[src/rtl/osc_pkg.sv]
// Shared encodings for the oscilloscope acquisition controller.
package osc_pkg;

  typedef enum logic [2:0] {
    ST_IDLE  = 3'd0,
    ST_FILL  = 3'd1,
    ST_ARMED = 3'd2,
    ST_POST  = 3'd3,
    ST_DONE  = 3'd4
  } osc_state_t;

  localparam logic SLOPE_RISE = 1'b0;
  localparam logic SLOPE_FALL = 1'b1;

endpackage

[src/rtl/osc_trig_detect.sv]
// Edge trigger and auto-timeout detector; o_trig is combinational and aligned with i_strobe.
module osc_trig_detect
  import osc_pkg::*;
#(
  parameter int DATA_W = 8,
  parameter int TMO_W  = 16
) (
  input  logic              clk,
  input  logic              rst_n,
  input  logic              i_clr,
  input  logic              i_strobe,
  input  logic              i_track,
  input  logic              i_enable,
  input  logic [DATA_W-1:0] i_data,
  input  logic [DATA_W-1:0] i_level,
  input  logic              i_slope,
  input  logic              i_auto,
  input  logic [TMO_W-1:0]  i_auto_tmo,
  output logic              o_trig
);

  logic [DATA_W-1:0] r_prev;
  logic              r_prev_valid;
  logic [TMO_W-1:0]  r_tmo_cnt;
  logic              w_edge;
  logic              w_auto_hit;

  always_ff @(posedge clk or negedge rst_n) begin
    if (!rst_n) begin
      r_prev       <= '0;
      r_prev_valid <= 1'b0;
      r_tmo_cnt    <= '0;
    end else begin
      if (i_clr) begin
        r_prev_valid <= 1'b0;
      end else if (i_strobe && i_track) begin
        r_prev       <= i_data;
        r_prev_valid <= 1'b1;
      end
      // Timeout only runs while armed, so it restarts at zero on every ARMED entry.
      if (!i_enable) begin
        r_tmo_cnt <= '0;
      end else if (i_strobe) begin
        r_tmo_cnt <= r_tmo_cnt + 1'b1;
      end
    end
  end

  assign w_edge = (i_slope == SLOPE_FALL) ? ((r_prev > i_level) && (i_data <= i_level))
                                          : ((r_prev < i_level) && (i_data >= i_level));
  assign w_auto_hit = i_auto && (r_tmo_cnt == i_auto_tmo);
  assign o_trig = i_strobe && i_enable && ((r_prev_valid && w_edge) || w_auto_hit);

endmodule

[src/rtl/osc_acq_ctrl.sv]
// Acquisition controller: decimates ADC samples, writes them circularly into the capture RAM,
// and stops a programmed number of samples after an edge or auto trigger.
module osc_acq_ctrl
  import osc_pkg::*;
#(
  parameter int DATA_W = 8,
  parameter int ADDR_W = 10,
  parameter int TMO_W  = 16
) (
  input  logic              clk,
  input  logic              rst_n,
  input  logic              arm,
  input  logic              abort,
  input  logic [DATA_W-1:0] adc_data,
  input  logic              adc_valid,
  input  logic [7:0]        decim,
  input  logic [DATA_W-1:0] trig_level,
  input  logic              trig_slope,
  input  logic              trig_auto,
  input  logic [TMO_W-1:0]  auto_tmo,
  input  logic [ADDR_W-1:0] pre_len,
  output logic              buf_we,
  output logic [ADDR_W-1:0] buf_waddr,
  output logic [DATA_W-1:0] buf_wdata,
  output logic [ADDR_W-1:0] trig_addr,
  output logic [ADDR_W-1:0] start_addr,
  output logic              busy,
  output logic              triggered,
  output logic              cap_done,
  output logic [2:0]        o_dbg_state
);

  localparam int DEPTH = 2 ** ADDR_W;
  localparam logic [ADDR_W-1:0] LAST_ADDR = ADDR_W'(DEPTH - 1);

  osc_state_t        r_state;
  logic [7:0]        r_decim;
  logic [7:0]        r_dcnt;
  logic [ADDR_W-1:0] r_pre_l;
  logic [ADDR_W-1:0] r_waddr;
  logic [ADDR_W-1:0] r_cnt;
  logic [DATA_W-1:0] r_level;
  logic              r_slope;
  logic              r_we;
  logic [ADDR_W-1:0] r_buf_waddr;
  logic [DATA_W-1:0] r_buf_wdata;
  logic [ADDR_W-1:0] r_trig_addr;
  logic [ADDR_W-1:0] r_start_addr;
  logic              r_triggered;

  logic w_strobe;
  logic w_arm_ok;
  logic w_capture;
  logic w_track;
  logic w_armed;
  logic w_trig;

  assign w_strobe  = adc_valid && (r_dcnt == r_decim);
  assign w_arm_ok  = arm && !abort && ((r_state == ST_IDLE) || (r_state == ST_DONE));
  assign w_track   = (r_state == ST_FILL) || (r_state == ST_ARMED);
  assign w_armed   = (r_state == ST_ARMED);
  assign w_capture = w_track || (r_state == ST_POST);

  osc_trig_detect #(
    .DATA_W(DATA_W),
    .TMO_W (TMO_W)
  ) u_trig (
    .clk       (clk),
    .rst_n     (rst_n),
    .i_clr     (w_arm_ok),
    .i_strobe  (w_strobe),
    .i_track   (w_track),
    .i_enable  (w_armed),
    .i_data    (adc_data),
    .i_level   (r_level),
    .i_slope   (r_slope),
    .i_auto    (trig_auto),
    .i_auto_tmo(auto_tmo),
    .o_trig    (w_trig)
  );

  // r_cnt counts fill writes in FILL and remaining post-trigger writes in POST.
  always_ff @(posedge clk or negedge rst_n) begin
    if (!rst_n) begin
      r_state      <= ST_IDLE;
      r_decim      <= '0;
      r_dcnt       <= '0;
      r_pre_l      <= '0;
      r_waddr      <= '0;
      r_cnt        <= '0;
      r_level      <= '0;
      r_slope      <= SLOPE_RISE;
      r_we         <= 1'b0;
      r_buf_waddr  <= '0;
      r_buf_wdata  <= '0;
      r_trig_addr  <= '0;
      r_start_addr <= '0;
      r_triggered  <= 1'b0;
    end else begin
      r_we <= 1'b0;
      if (adc_valid) begin
        r_dcnt <= (r_dcnt == r_decim) ? 8'd0 : r_dcnt + 8'd1;
      end
      if (abort) begin
        r_state <= ST_IDLE;
      end else if (w_arm_ok) begin
        // pre_len is ADDR_W wide, so it can never exceed DEPTH-1.
        r_pre_l     <= pre_len;
        r_decim     <= decim;
        r_slope     <= trig_slope;
        r_level     <= trig_level;
        r_triggered <= 1'b0;
        r_dcnt      <= '0;
        r_waddr     <= '0;
        r_cnt       <= '0;
        r_state     <= (pre_len == '0) ? ST_ARMED : ST_FILL;
      end else if (w_strobe && w_capture) begin
        r_we        <= 1'b1;
        r_buf_waddr <= r_waddr;
        r_buf_wdata <= adc_data;
        r_waddr     <= r_waddr + 1'b1;
        case (r_state)
          ST_FILL: begin
            r_cnt <= r_cnt + 1'b1;
            if (r_cnt == r_pre_l - 1'b1) begin
              r_state <= ST_ARMED;
            end
          end
          ST_ARMED: begin
            if (w_trig) begin
              r_trig_addr  <= r_waddr;
              r_start_addr <= r_waddr - r_pre_l;
              r_triggered  <= 1'b1;
              r_cnt        <= LAST_ADDR - r_pre_l;
              r_state      <= (r_pre_l == LAST_ADDR) ? ST_DONE : ST_POST;
            end
          end
          ST_POST: begin
            r_cnt <= r_cnt - 1'b1;
            if (r_cnt == 1) begin
              r_state <= ST_DONE;
            end
          end
          default: begin
          end
        endcase
      end
    end
  end

  assign buf_we      = r_we;
  assign buf_waddr   = r_buf_waddr;
  assign buf_wdata   = r_buf_wdata;
  assign trig_addr   = r_trig_addr;
  assign start_addr  = r_start_addr;
  assign triggered   = r_triggered;
  assign busy        = w_capture;
  assign cap_done    = (r_state == ST_DONE);
  assign o_dbg_state = r_state;

endmodule

[config.mk]
export PLATFORM = sky130hd
export DESIGN_NAME = osc_acq_ctrl
export DESIGN_NICKNAME = d
export VERILOG_FILES = /design/src/rtl/osc_pkg.sv /design/src/rtl/osc_trig_detect.sv /design/src/rtl/osc_acq_ctrl.sv
export SDC_FILE = /design/constraint.sdc
export NUM_CORES = 1
export LEC_CHECK = 0
export ABC_AREA = 1
export CAP_MARGIN = 20
export CORE_UTILIZATION = 39
export CTS_BUF_LIST = sky130_fd_sc_hd__clkbuf_8
export DETAILED_ROUTE_END_ITERATION = 6
export HOLD_SLACK_MARGIN = 0.1
export PLACE_DENSITY = 0.68
export SYNTH_ARGS = -nofsm -noshare
export SYNTH_HDL_FRONTEND = slang
export SYNTH_SLANG_ARGS = --single-unit
[constraint.sdc]
create_clock -name clk -period 2.2 [get_ports clk]
set_clock_uncertainty 0.1 [all_clocks]
set_input_delay 0.22 -clock clk [delete_from_list [all_inputs] [get_ports clk]]
set_output_delay 0.22 -clock clk [all_outputs]
set_load 0.005 [all_outputs]
==> metrics.md <==
| Metric | Value |
|---|---|
| Run status | `complete, but fails checks` |
| Violations in the final reports | `setup timing` |
| GP Congestion | `0.8963` |
| Met3 global-route usage | `3.510%` |
| Slew @ Worst Pin | `roughly 0.50 ns` |
| Total vias in the final route | `~6,800` |
| Highest-utilization routing layer at the global route stage | `met2` |
| Relative contribution of the clock network to total power | `25.0%` |
| Worst R2R Start | `u_trig.r_prev[3]$_DFFE_PN0P_` |
| Critical Path Source | `u_trig.r_prev[3]$_DFFE_PN0P_` |
| Number of primary I/O pins | `102` |
| Skew-Pair Late Insertion Delay | `0.45 ns` |
| Storage cell area | `3079 sq um` |
| CTS Root Cell | `sky130_fd_sc_hd__clkbuf_8` |
| Number of enable-type register cells in the synthesized netlist | `0` |
| Maximum clock insertion buffer count | `2` |
| Leakage power of the design | `approximately 0.0045 uW` |
| Most used cells in the layout excluding fill and tap cells | `230 x sky130_fd_sc_hd__nand2_1, 122 x sky130_fd_sc_hd__dfrtp_1, 100 x sky130_fd_sc_hd__clkdlybuf4s50_1` |
| DRT iter0 DRCs | `383` |
| Number of cell rows | `between 40 and 50` |
| Relative slew slack | `66.52%` |
| Number of nets in the layout | `1,186` |
| Count of max-cap constraint violations | `0` |
| Power per standard cell area | `749.5 nW/um^2` |
| Pre-CTS setup slack | `-0.4431 ns` |
| Peak ir drop on the vdd network | `0.0004305 V` |
| First-pass GRT wire length | `31.20 mm` |
| HPWL after detailed placement | `14.34 mm` |
| Most frequent standard cell in the layout excluding fill and tap cells | `sky130_fd_sc_hd__nand2_1` |
| Met2 layer usage reported by global route | `33.14%` |
| Multi-input logic area | `3996 sq um` |
| Vias in the first global route | `6,337` |
| Pins over their slew limit | `0` |
| Total core area | `18,270 sq um` |
| Average wire per cell in the routed design | `14.70 um` |
| Least setup slack across all paths after layout | `-0.02189 ns` |
| Initial antenna violation count | `0` |
| Met1 capacity usage during global routing | `26.43%` |
| Combined global-route utilization of all metal layers | `20.28%` |
| Height of the die | `139.5 um` |
| Critical path class | `reg2reg` |
| Number of register bits inferred by synthesis | `123` |
| Hold Crit Class | `in2async` |
| Area of all placed cells without fillers | `9743 sq um` |
| Ant. Diodes | `0` |
| Clock tree from TritonCTS | `built` |
| FFs w/ async S/R, synth | `100.0%` |
| Reg power frac | `between 30% and 40%` |
| Number of iterations in the first detailed-routing pass | `5` |
| Post-synth cell types | `48` |
| Fraction of layout cells with a size suffix above 1 | `17.98%` |
| Number of filler instances in the final layout | `1,722` |
| Antenna-violating nets left | `0` |
| Internal Power | `approximately 4500 uW` |
| Pin count of the biggest net entering global routing | `between 40 and 50` |
| Critical path startpoint category | `register` |
| Part of the Yosys area used for sequential elements | `41.73%` |
| Switching share of power | `a little under two fifths` |
| Grt ovf | `0` |
| PortBufs | `101` |
| Final cell count without fillers | `approximately 1,300` |
| CP Capture Type | `register` |
| Die area | `19,470 sq um` |
| Highest net fanout along the worst path | `9` |
| Setup Viol. Count Final | `17` |
| Most instantiated flip-flop cell in the synthesis netlist | `sky130_fd_sc_hd__dfrtp_1` |
| Arrival time worst endpoint | `2.46 ns` |
| Total cell area at the placement stage | `~9000 sq um` |
| Clk slew on worst S/H paths | `0.08 ns` |
| Unrepaired setup endpoints after global routing | `yes` |
| TritonCTS Buffers | `17` |
| Count of unresolved DRC violations after routing | `0` |
| Clock tree sinks | `roughly 120` |
| Number of levels the H-tree was split into | `4` |
| Gate count after technology mapping | `931` |
| Synthesized area | `between 7000 and 8000 sq um` |
| Growth of design area from synthesis to finish | `32.09%` |
| Initial Util | `between 40% and 50%` |
| Combinational power share | `36.1%` |
| Synthesized netlist net count | `around 1,000` |
| Average footprint of a synthesized cell | `7.922 sq um` |
| Yosys warning total | `0` |
| Power dissipated by switching net loads | `2785 uW` |
| # placed instances | `between 1,000 and 1,500` |
| Total negative setup slack | `-0.1740 ns` |
| Die X | `139.5 um` |
| Required time at the worst-slack endpoint | `2.44 ns` |
| Wirelength, routed | `~20 mm` |
| Final worst-path cycle share | `101.0%` |
| Top achievable clock speed | `0.4501 GHz` |
| Clock period minus final worst setup slack | `2.222 ns` |
| Hold Fails Final Rpt | `0` |
| Via-per-instance ratio | `5.081` |
[critical path, stage by stage, from the launching register on]
cell and delay (ns):
sky130_fd_sc_hd__dfrtp_1 0.43, sky130_fd_sc_hd__ha_4 0.29, sky130_fd_sc_hd__nand2_2 0.06, sky130_fd_sc_hd__inv_1 0.05, sky130_fd_sc_hd__nand2_1 0.06, sky130_fd_sc_hd__nand2_1 0.06, sky130_fd_sc_hd__nand2_1 0.06, sky130_fd_sc_hd__a21oi_1 0.13
sky130_fd_sc_hd__nand2_1 0.07, sky130_fd_sc_hd__nand2_1 0.08, sky130_fd_sc_hd__nand3_2 0.08, sky130_fd_sc_hd__nand2_2 0.10, sky130_fd_sc_hd__nand2_4 0.09, sky130_fd_sc_hd__nor2_8 0.14, sky130_fd_sc_hd__buf_12 0.14, sky130_fd_sc_hd__clkinv_16 0.06
sky130_fd_sc_hd__nand2_1 0.07, sky130_fd_sc_hd__o21ai_2 0.05
[final timing paths]
kind                       slack [ns]  cells after the start                        end
setup / recovery                -0.02                     17  start_addr[7]$_DFFE_PN0P_
hold / removal                   0.16                      2   trig_addr[1]$_DFFE_PN0P_
setup reg to reg                -0.02                     17  start_addr[7]$_DFFE_PN0P_
hold reg to reg                  0.38                      2   trig_addr[1]$_DFFE_PN0P_
max in group asynchronous        1.21                      3       r_cnt[1]$_DFFE_PN0P_
min in group clk                 0.19                      3     r_decim[7]$_DFFE_PN0P_
[per-layer routing]
layer	up-vias	wire length, um
met5	-	0
met1	3165	8785
met4	0	581
met3	41	864
li1	3397	-
met2	185	9406
[cell families after synthesis]
| family | after synthesis | synth area share, % |
|---|---|---|
| buf+inv | 130 | 7.311 |
| fa+ha+maj | 34 | 5.869 |
| simple gates | 440 | 26.82 |
| xor+xnor | 48 | 5.700 |
| flops | 123 | 41.73 |
| compound gates | 156 | 12.57 |
[stage by stage]
stage                     hold slack, ns  power [uW]  util [%]
after floorplan                  -0.1756        4383         -
after global placement            0.1019        5204     49.36
after detailed placement          0.1070        5250     49.36
after CTS                         0.1633        7100     51.52
after global routing              0.1796        7793     53.33
final                             0.1618        7302     53.33
[Yosys cell counts, types with 2 or more instances]
| cell | count | area, sq um |
|---|---|---|
| sky130_fd_sc_hd__xor2_1 | 25 | 219.0 |
| sky130_fd_sc_hd__a221oi_1 | 2 | 17.52 |
| sky130_fd_sc_hd__o211ai_1 | 3 | 22.52 |
| sky130_fd_sc_hd__clkbuf_1 | 10 | 37.54 |
| sky130_fd_sc_hd__o21ai_1 | 12 | 60.06 |
| sky130_fd_sc_hd__nand3_1 | 37 | 185.2 |
| sky130_fd_sc_hd__o31ai_1 | 8 | 60.06 |
| sky130_fd_sc_hd__o21a_1 | 5 | 37.54 |
| sky130_fd_sc_hd__nand2_4 | 2 | 22.52 |
| sky130_fd_sc_hd__o21ai_0 | 58 | 290.3 |
| sky130_fd_sc_hd__nand2_2 | 14 | 87.58 |
| sky130_fd_sc_hd__o21ai_2 | 17 | 148.9 |
| sky130_fd_sc_hd__nand4_1 | 33 | 206.5 |
| sky130_fd_sc_hd__o211a_1 | 2 | 20.02 |
| sky130_fd_sc_hd__nor2_8 | 2 | 40.04 |
| sky130_fd_sc_hd__inv_2 | 6 | 22.52 |
| sky130_fd_sc_hd__nor3_1 | 18 | 90.09 |
| sky130_fd_sc_hd__buf_1 | 2 | 7.510 |
| sky130_fd_sc_hd__a21oi_1 | 37 | 185.2 |
| sky130_fd_sc_hd__nor2_1 | 71 | 266.5 |
| sky130_fd_sc_hd__or2_2 | 4 | 25.02 |
| sky130_fd_sc_hd__a211oi_1 | 5 | 37.54 |
| sky130_fd_sc_hd__xnor2_1 | 23 | 201.4 |
| sky130_fd_sc_hd__nor2_2 | 2 | 12.51 |
| sky130_fd_sc_hd__buf_2 | 8 | 40.04 |
| sky130_fd_sc_hd__ha_1 | 33 | 412.9 |
| sky130_fd_sc_hd__buf_4 | 2 | 15.01 |
| sky130_fd_sc_hd__nand3_2 | 2 | 20.02 |
| sky130_fd_sc_hd__clkinv_1 | 2 | 7.510 |
| sky130_fd_sc_hd__o22ai_1 | 3 | 18.77 |
| sky130_fd_sc_hd__buf_6 | 4 | 45.04 |
| sky130_fd_sc_hd__nor3b_1 | 2 | 15.01 |
| sky130_fd_sc_hd__inv_1 | 94 | 352.8 |
| sky130_fd_sc_hd__dfrtp_1 | 123 | 3078 |
| sky130_fd_sc_hd__nor3_2 | 3 | 30.03 |
| sky130_fd_sc_hd__nor4_1 | 6 | 37.54 |
| sky130_fd_sc_hd__nand2_1 | 239 | 897.1 |
| sky130_fd_sc_hd__nor2_4 | 2 | 22.52 |
[timing repair]
item,CTS,global route
hold endpoints to repair,123,0
pin swaps,2,19
hold buffers,1,0
setup buffers,0,4
cloned,0,3
endpoints found under the setup margin,31,36
gates resized for setup,10,50
[registers in the layout, indices dropped and copies added (netlist names)]
name,cells
r_slope,1
trig_addr,10
r_pre_l,10
u_trig.r_prev_valid,1
r_cnt,10
start_addr,10
u_trig.r_prev,8
r_decim,8
r_waddr,10
buf_wdata,8
r_level,8
r_dcnt,8
buf_we,1
triggered,1
o_dbg_state,3
buf_waddr,10
u_trig.r_tmo_cnt,16
[cell type report]
cell class,instances,share of cell area (%)
clock inverter,12,0.9631
multi-input combinational,679,41.02
timing repair buffer,169,16.25
inverter,103,4.264
clock buffer,19,2.684
timing repair inverter,2,0.2825
sequential,123,31.60
tap,229,2.941
[power groups by stage]
stage | Combinational [uW] | Clock [uW] | Sequential, uW
after floorplan | 1610 | 0 | 2770
after global placement | 2350 | 0 | 2850
after detailed placement | 2390 | 0 | 2860
after CTS | 2420 | 1870 | 2820
after global routing | 2960 | 1960 | 2880
final | 2630 | 1830 | 2840
(Power assumes the default switching activity.)
